<file path="config.mk">
export PLATFORM = sky130hd
export DESIGN_NAME = store_buffer_flat
export DESIGN_NICKNAME = d
export VERILOG_FILES = /design/src/rtl/store_buffer_pkg.sv /design/src/rtl/store_buffer_if.sv /design/src/rtl/store_buffer_fwd_match.sv /design/src/rtl/store_buffer.sv /design/src/flat_wrapper.sv
export SDC_FILE = /design/constraint.sdc
export NUM_CORES = 1
export LEC_CHECK = 0
export CAP_MARGIN = 20
export CORE_ASPECT_RATIO = 0.6
export CORE_MARGIN = 2
export CORE_UTILIZATION = 25
export CTS_BUF_LIST = sky130_fd_sc_hd__clkbuf_4
export DETAILED_ROUTE_END_ITERATION = 6
export PLACE_DENSITY = 0.41
export SLEW_MARGIN = 20
export SYNTH_ARGS = -nofsm -noshare
export SYNTH_HDL_FRONTEND = slang
export SYNTH_SLANG_ARGS = --single-unit
</file>
<file path="constraint.sdc">
create_clock -name clk -period 10.5 [get_ports clk]
set_clock_uncertainty 0.05 [all_clocks]
set_input_delay 2.1 -clock clk [delete_from_list [all_inputs] [get_ports clk]]
set_output_delay 2.1 -clock clk [all_outputs]
set_load 0.1 [all_outputs]
</file>
<file path="src/rtl/store_buffer_pkg.sv">
// Shared types and default sizes for the store buffer slice.
package store_buffer_pkg;

  localparam int SB_DEPTH_DEF = 8;
  localparam int SB_ADDR_W    = 32;
  localparam int SB_DATA_W    = 32;

  // One buffered store: byte address, lane-aligned data and byte enables.
  typedef struct packed {
    logic [SB_ADDR_W-1:0]   addr;
    logic [SB_DATA_W-1:0]   data;
    logic [SB_DATA_W/8-1:0] wstrb;
  } sb_entry_t;

  // Drain state machine towards the data cache.
  typedef enum logic [1:0] {
    SB_IDLE,
    SB_REQ,
    SB_WAIT
  } sb_state_t;

endpackage

</file>
<file path="src/rtl/store_buffer_if.sv">
// Data-cache write channel driven by the store buffer.
interface store_buffer_if
  import store_buffer_pkg::*;
#(
  parameter int ADDR_W = SB_ADDR_W,
  parameter int DATA_W = SB_DATA_W
);

  logic                data_req;
  logic [ADDR_W-1:0]   data_addr;
  logic [DATA_W-1:0]   data_wdata;
  logic [DATA_W/8-1:0] data_wstrb;
  logic                data_addr_ok;
  logic                data_data_ok;

  modport master (
    output data_req, data_addr, data_wdata, data_wstrb,
    input  data_addr_ok, data_data_ok
  );

  modport slave (
    input  data_req, data_addr, data_wdata, data_wstrb,
    output data_addr_ok, data_data_ok
  );

endinterface

</file>
<file path="src/rtl/store_buffer_fwd_match.sv">
// Youngest-first search over the live window head..tail-1 of the store buffer.
module sb_fwd_match #(
  parameter  int DEPTH = 8,
  localparam int IDX_W = $clog2(DEPTH),
  localparam int PTR_W = IDX_W + 1
) (
  input  logic [PTR_W-1:0] head,
  input  logic [PTR_W-1:0] tail,
  input  logic [DEPTH-1:0] match,
  output logic             hit,
  output logic [IDX_W-1:0] idx
);

  logic [PTR_W-1:0] live;
  logic [IDX_W-1:0] slot;

  // Walk oldest to youngest so the last live match seen (closest to tail) wins.
  always_comb begin
    live = tail - head;
    hit  = 1'b0;
    idx  = '0;
    slot = '0;
    for (int k = 0; k < DEPTH; k++) begin
      slot = head[IDX_W-1:0] + IDX_W'(k);
      if ((PTR_W'(k) < live) && match[slot]) begin
        hit = 1'b1;
        idx = slot;
      end
    end
  end

endmodule

</file>
<file path="src/rtl/store_buffer.sv">
// Store buffer between commit and the data cache: holds stores in program
// order, drains committed ones one at a time and forwards to loads.
module store_buffer
  import store_buffer_pkg::*;
#(
  parameter int SB_DEPTH = SB_DEPTH_DEF,
  parameter int ADDR_W   = SB_ADDR_W,
  parameter int DATA_W   = SB_DATA_W
) (
  input  logic                clk,
  input  logic                reset,
  input  logic                flush,
  input  logic                st_valid,
  input  logic [ADDR_W-1:0]   st_addr,
  input  logic [DATA_W-1:0]   st_data,
  input  logic [DATA_W/8-1:0] st_wstrb,
  output logic                sb_allowin,
  input  logic                commit_store1_valid,
  input  logic                commit_store2_valid,
  store_buffer_if.master      dcache,
  input  logic [ADDR_W-1:0]   ld_addr,
  output logic                ld_fwd_hit,
  output logic [DATA_W-1:0]   ld_fwd_data,
  output logic [DATA_W/8-1:0] ld_fwd_wstrb,
  output logic                sb_empty
);

  localparam int IDX_W = $clog2(SB_DEPTH);
  localparam int PTR_W = IDX_W + 1;

  // Pointers carry a wrap bit above the array index.
  logic [PTR_W-1:0] head;
  logic [PTR_W-1:0] cmt;
  logic [PTR_W-1:0] tail;
  logic [PTR_W-1:0] count;
  logic [PTR_W-1:0] ncmt;
  logic [PTR_W-1:0] commits;
  logic [PTR_W-1:0] cmt_next;

  sb_entry_t entries [SB_DEPTH];
  sb_entry_t head_entry;

  sb_state_t state;
  logic      req_q;
  logic      alloc;
  logic      pop;

  logic [SB_DEPTH-1:0] addr_match;
  logic                fwd_hit;
  logic [IDX_W-1:0]    fwd_idx;
  logic                unused_ld_lsb;

  assign count      = tail - head;
  assign ncmt       = cmt - head;
  assign sb_allowin = count < PTR_W'(SB_DEPTH);
  assign alloc      = st_valid && sb_allowin && !flush;
  assign commits    = PTR_W'(commit_store1_valid) + PTR_W'(commit_store2_valid);
  assign cmt_next   = cmt + commits;
  assign pop        = ((state == SB_REQ) && dcache.data_addr_ok && dcache.data_data_ok) ||
                      ((state == SB_WAIT) && dcache.data_data_ok);
  assign sb_empty   = (count == '0) && (state == SB_IDLE);

  // Pointer update; a flush rewinds tail to the commit point including this cycle's commits.
  always_ff @(posedge clk or posedge reset) begin
    if (reset) begin
      head <= '0;
      cmt  <= '0;
      tail <= '0;
    end else begin
      head <= head + PTR_W'(pop);
      cmt  <= cmt_next;
      tail <= flush ? cmt_next : tail + PTR_W'(alloc);
    end
  end

  // Entry storage is plain data; liveness comes only from the pointers.
  always_ff @(posedge clk) begin
    if (alloc) begin
      entries[tail[IDX_W-1:0]] <= '{addr: st_addr, data: st_data, wstrb: st_wstrb};
    end
  end

  // Drain FSM: one outstanding cache write, request held until accepted.
  always_ff @(posedge clk or posedge reset) begin
    if (reset) begin
      state <= SB_IDLE;
      req_q <= 1'b0;
    end else begin
      case (state)
        SB_IDLE: begin
          if (ncmt != '0) begin
            state <= SB_REQ;
            req_q <= 1'b1;
          end
        end
        SB_REQ: begin
          if (dcache.data_addr_ok) begin
            state <= dcache.data_data_ok ? SB_IDLE : SB_WAIT;
            req_q <= 1'b0;
          end
        end
        SB_WAIT: begin
          if (dcache.data_data_ok) begin
            state <= SB_IDLE;
          end
        end
        default: begin
          state <= SB_IDLE;
          req_q <= 1'b0;
        end
      endcase
    end
  end

  assign head_entry        = entries[head[IDX_W-1:0]];
  assign dcache.data_req   = req_q;
  assign dcache.data_addr  = head_entry.addr;
  assign dcache.data_wdata = head_entry.data;
  assign dcache.data_wstrb = head_entry.wstrb;

  // Word-granular address compare of every slot; liveness is applied by the search.
  always_comb begin
    addr_match = '0;
    for (int i = 0; i < SB_DEPTH; i++) begin
      addr_match[i] = (entries[i].addr[ADDR_W-1:2] == ld_addr[ADDR_W-1:2]);
    end
  end

  assign unused_ld_lsb = ^ld_addr[1:0];

  sb_fwd_match #(
    .DEPTH (SB_DEPTH)
  ) u_fwd_match (
    .head  (head),
    .tail  (tail),
    .match (addr_match),
    .hit   (fwd_hit),
    .idx   (fwd_idx)
  );

  assign ld_fwd_hit   = fwd_hit;
  assign ld_fwd_data  = fwd_hit ? entries[fwd_idx].data  : '0;
  assign ld_fwd_wstrb = fwd_hit ? entries[fwd_idx].wstrb : '0;

  a_no_alloc_when_full: assert property (@(posedge clk) disable iff (reset)
    !(st_valid && !sb_allowin));

  a_commit2_needs_commit1: assert property (@(posedge clk) disable iff (reset)
    !(commit_store2_valid && !commit_store1_valid));

  a_commit_within_tail: assert property (@(posedge clk) disable iff (reset)
    (({1'b0, ncmt} + {1'b0, commits}) <= {1'b0, count}));

endmodule
</file>
<file path="src/flat_wrapper.sv">
// flat-port wrapper written by rule: the top's interface ports become plain ports
module store_buffer_flat import store_buffer_pkg::*;
#(
  parameter int SB_DEPTH = SB_DEPTH_DEF,
  parameter int ADDR_W   = SB_ADDR_W,
  parameter int DATA_W   = SB_DATA_W
)
  (clk, reset, flush, st_valid, st_addr, st_data, st_wstrb, sb_allowin, commit_store1_valid, commit_store2_valid, ld_addr, ld_fwd_hit, ld_fwd_data, ld_fwd_wstrb, sb_empty, dcache_data_req, dcache_data_addr, dcache_data_wdata, dcache_data_wstrb, dcache_data_addr_ok, dcache_data_data_ok);
  store_buffer_if #(.ADDR_W(ADDR_W), .DATA_W(DATA_W)) dcache_i ();
  input  logic clk;
  input  logic reset;
  input  logic flush;
  input  logic st_valid;
  input  logic [ADDR_W-1:0] st_addr;
  input  logic [DATA_W-1:0] st_data;
  input  logic [DATA_W/8-1:0] st_wstrb;
  output logic sb_allowin;
  input  logic commit_store1_valid;
  input  logic commit_store2_valid;
  input  logic [ADDR_W-1:0] ld_addr;
  output logic ld_fwd_hit;
  output logic [DATA_W-1:0] ld_fwd_data;
  output logic [DATA_W/8-1:0] ld_fwd_wstrb;
  output logic sb_empty;
  output wire logic [$bits(dcache_i.data_req)-1:0] dcache_data_req;
  output wire logic [$bits(dcache_i.data_addr)-1:0] dcache_data_addr;
  output wire logic [$bits(dcache_i.data_wdata)-1:0] dcache_data_wdata;
  output wire logic [$bits(dcache_i.data_wstrb)-1:0] dcache_data_wstrb;
  input wire logic [$bits(dcache_i.data_addr_ok)-1:0] dcache_data_addr_ok;
  input wire logic [$bits(dcache_i.data_data_ok)-1:0] dcache_data_data_ok;
  assign dcache_data_req = dcache_i.data_req;
  assign dcache_data_addr = dcache_i.data_addr;
  assign dcache_data_wdata = dcache_i.data_wdata;
  assign dcache_data_wstrb = dcache_i.data_wstrb;
  assign dcache_i.data_addr_ok = dcache_data_addr_ok;
  assign dcache_i.data_data_ok = dcache_data_data_ok;
  store_buffer #(.SB_DEPTH(SB_DEPTH), .ADDR_W(ADDR_W), .DATA_W(DATA_W)) u_core (.clk(clk), .reset(reset), .flush(flush), .st_valid(st_valid), .st_addr(st_addr), .st_data(st_data), .st_wstrb(st_wstrb), .sb_allowin(sb_allowin), .commit_store1_valid(commit_store1_valid), .commit_store2_valid(commit_store2_valid), .dcache(dcache_i), .ld_addr(ld_addr), .ld_fwd_hit(ld_fwd_hit), .ld_fwd_data(ld_fwd_data), .ld_fwd_wstrb(ld_fwd_wstrb), .sb_empty(sb_empty));
endmodule
</file>
==> summary.md <==
| Metric | Value |
|---|---|
| Cell area after layout | `0.03366 mm^2` |
| FF-to-FF End | `u_core.entries[1][42]` |
| Post-Syn Area per Cell | `15.19 um^2` |
| Layout overhead on the synthesized area | `21.63%` |
| R2R Setup Slk | `6.06 ns` |
| Number of core rows | `94` |
| Asr flop ratio synth | `2.683%` |
| Top FF cell, synth | `edfxtp_1` |
| Wirelength per Cell | `26.30 um` |
| Seq/Total Area, Yosys | `60.39%` |
| Final period util | `93.50%` |
| CTS root buf | `clkbuf_4` |
| Postcts setup bufs | `0` |
| Hold Fails Final Rpt | `0` |
| GP Congestion | `0.8503` |
| Req. time, crit path | `8.35 ns` |
| Placement Setup Slack | `0.9146 ns` |
| Initial antenna violation count | `14` |
| Starting DRT DRC Count | `1,740` |
| Layout cells sized above 1 | `22.94%` |
| Yosys warnings | `0` |
| Met2 usage | `24.72%` |
| Nets | `2,253` |
| Total Die Area | `0.1134 mm^2` |
| Setup TNS Final | `0 ns` |
| Worst slew pin tran | `1.162 ns` |
| Starting density of the core | `25.22%` |
| Area contributors post-synth | `edfxtp_1, mux4_2, xnor2_1` |
| Die height | `261.7 um` |
| Crit. End Element | `primary output` |
| CP max FO | `29` |
| Post-CTS Hold Buffers | `0` |
| Worst reg-to-reg path cell count | `10` |
| I/O pins | `216` |
| Core ar. | `0.1097 mm^2` |
| Die span in x | `433.5 um` |
| Synth Instances | `1,822` |
| # DRC | `0` |
| FF-to-FF Start | `u_core.head[2]` |
| Drt total wl | `98,250 um` |
| Remaining Overflow, GRT | `0` |
| Maximum clock frequency | `0.1019 GHz` |
| GR Util met1 | `25.36%` |
| Vias in the first global route | `18,130` |
| Worst hold endpoint | `u_core.dcache.data_req` |
| Worst Hold Launch | `u_core.dcache.data_req` |
| Top cell type's share of synthesized area | `59.04%` |
| M3 GR Usage | `4.322%` |
| Worst setup margin | `0.6827 ns` |
| Final Setup Violations | `0` |
| Worst min-delay path class | `reg2reg` |
| DP Area | `0.03164 mm^2` |
| Gr busiest metal | `met1` |
| Worst slew margin | `22.31%` |
| DR pass1 iterations | `5` |
| Worst Setup Path Type | `in2out` |
| Count of cell types in the netlist | `71` |
| Outcome | `completed` |
| Clk pin slew, worst setup/hold paths | `0.07 ns` |
| Detailed placer's ending HPWL | `62,770 um` |
| Dominant cell type by area after synthesis | `edfxtp_1` |
| CTS tree | `built` |
| Synthesized netlist net count | `1,948` |
| Via/cell ratio | `4.766` |
| Global-route wire length before repair | `136,200 um` |
| Worst EP arrival | `7.67 ns` |
| RSZ-0062 raised after global routing | `no` |
| EDFF count, synth | `544` |
| Max clock buf depth | `3` |
| Startpoint types | `primary input` |
| Pin count of the biggest net entering global routing | `86` |
| Clock Sinks | `559` |
| Post-Syn Area | `0.02767 mm^2` |
| Minimum clock period | `9.817 ns` |
| Worst skew pair latency | `1.07 ns` |
| Gr usage total | `17.15%` |
| # H-tree levels | `4` |
| PortBufs | `213` |
| WHS Path Cells | `2` |
| Slew Limit Fails | `0` |
| Max cap viols | `0` |
| PostCTS Resize Cnt | `0` |
| Vias after detailed routing | `17,800` |
| Yosys reg bits | `559` |
| Post-route ant nets | `0` |
| TritonCTS buffer count | `152` |
[layout by cell type (no fill, tap or decap), types with 4 or more instances in the layout]
cell type / n
xnor2_1: 215
o22ai_1: 60
buf_4: 67
nand2b_1: 4
nor2_1: 25
bufinv_16: 4
mux2i_1: 146
clkinv_1: 26
o211ai_1: 5
nor3_2: 4
mux4_2: 140
o221ai_1: 8
buf_12: 22
o22a_1: 7
dfrtp_1: 12
edfxtp_1: 544
clkdlybuf4s50_1: 176
a21oi_1: 8
nand2_1: 239
inv_1: 14
o21ai_0: 10
nor4_1: 9
ha_1: 16
nor3_1: 6
or3_1: 4
clkbuf_4: 225
diode_2: 7
xor2_1: 39
and2_0: 5
inv_2: 5
or2_1: 31
nor4_2: 12
nand3_1: 17
clkinv_2: 5
nand4_1: 59
[cells in the mapped netlist, drive strengths merged, types with 10 or more instances]
library cell / number
or2: 33
buf: 82
clkbuf: 32
nand2: 239
mux4: 140
nand3: 17
o21ai: 12
o22ai: 61
nor3: 10
nor4: 21
nand4: 59
xnor2: 215
inv: 17
nor2: 27
ha: 16
xor2: 39
edfxtp: 544
mux2i: 146
dfrtp: 15
[layout make-up]
type,instances,area [um^2]
inverter,18,68.82
clock buffer,225,1689
timing repair buffer,265,2705
multi-input combinational,1131,10290
clock inverter,43,305.3
tap,1488,1862
antenna,7,17.52
sequential,559,16720
fill,10880,76080
[metrics by stage]
step	util, %	hold WS (ns)	instances
2_1_floorplan	-	0.4350	1822
3_3_place_gp	28.84	0.4459	3461
3_5_place_dp	28.84	0.4500	3461
4_1_cts	30.65	0.4655	3729
5_1_grt	30.67	0.4942	3736
6_report	30.67	0.4587	3736
[sequential cells by signal (all words and copies together) (netlist names)]
name,count
u_core.head,4
u_core.entries,544
u_core.dcache.data_req,1
u_core.state,2
u_core.tail,4
u_core.cmt,4
[logic make-up after synthesis]
logic type	share of synthesized area (%)
DFF	60.39
buffers and inverters	2.727
and+or+nand+nor	7.841
AOI/OAI and AO/OA	3.373
xor gates and xnor gates	8.040
muxes	16.76
adders and majority gates	0.8682
[how the worst max path moves through the flow]
stage / depth (start not counted) / end / from
6_report: 16 / ld_fwd_data[0] / ld_addr[25]
2_1_floorplan: 14 / ld_fwd_data[15] / ld_addr[22]
3_3_place_gp: 16 / ld_fwd_data[6] / ld_addr[25]
4_1_cts: 16 / ld_fwd_data[0] / ld_addr[25]
3_5_place_dp: 16 / ld_fwd_data[0] / ld_addr[25]
5_1_grt: 16 / ld_fwd_data[0] / ld_addr[25]
[routing by layer]
layer  share of wire (%)  up-vias  wire, um
met3                 7.7      143      7601
met1                  48     9240     46710
met4                 1.7       10      1654
met5               0.058        -        57
li1                    -     7737         -
met2                  43      674     42230
[worst max-delay path: stages]
cell	delay, ns
clkdlybuf4s50_1	0.69
xnor2_1	0.78
nand4_1	0.23
nor4_2	0.85
nand3_1	0.21
nand3_1	0.13
and4_1	0.37
nor3_1	0.14
a311o_1	0.40
a32oi_4	0.24
buf_12	0.30
buf_12	0.26
mux2i_1	0.28
o22ai_1	0.10
or2_1	0.28
buf_4	0.25
Power is not shown: default switching activity piles up to over one toggle a cycle in this logic, so the estimate is an artifact.
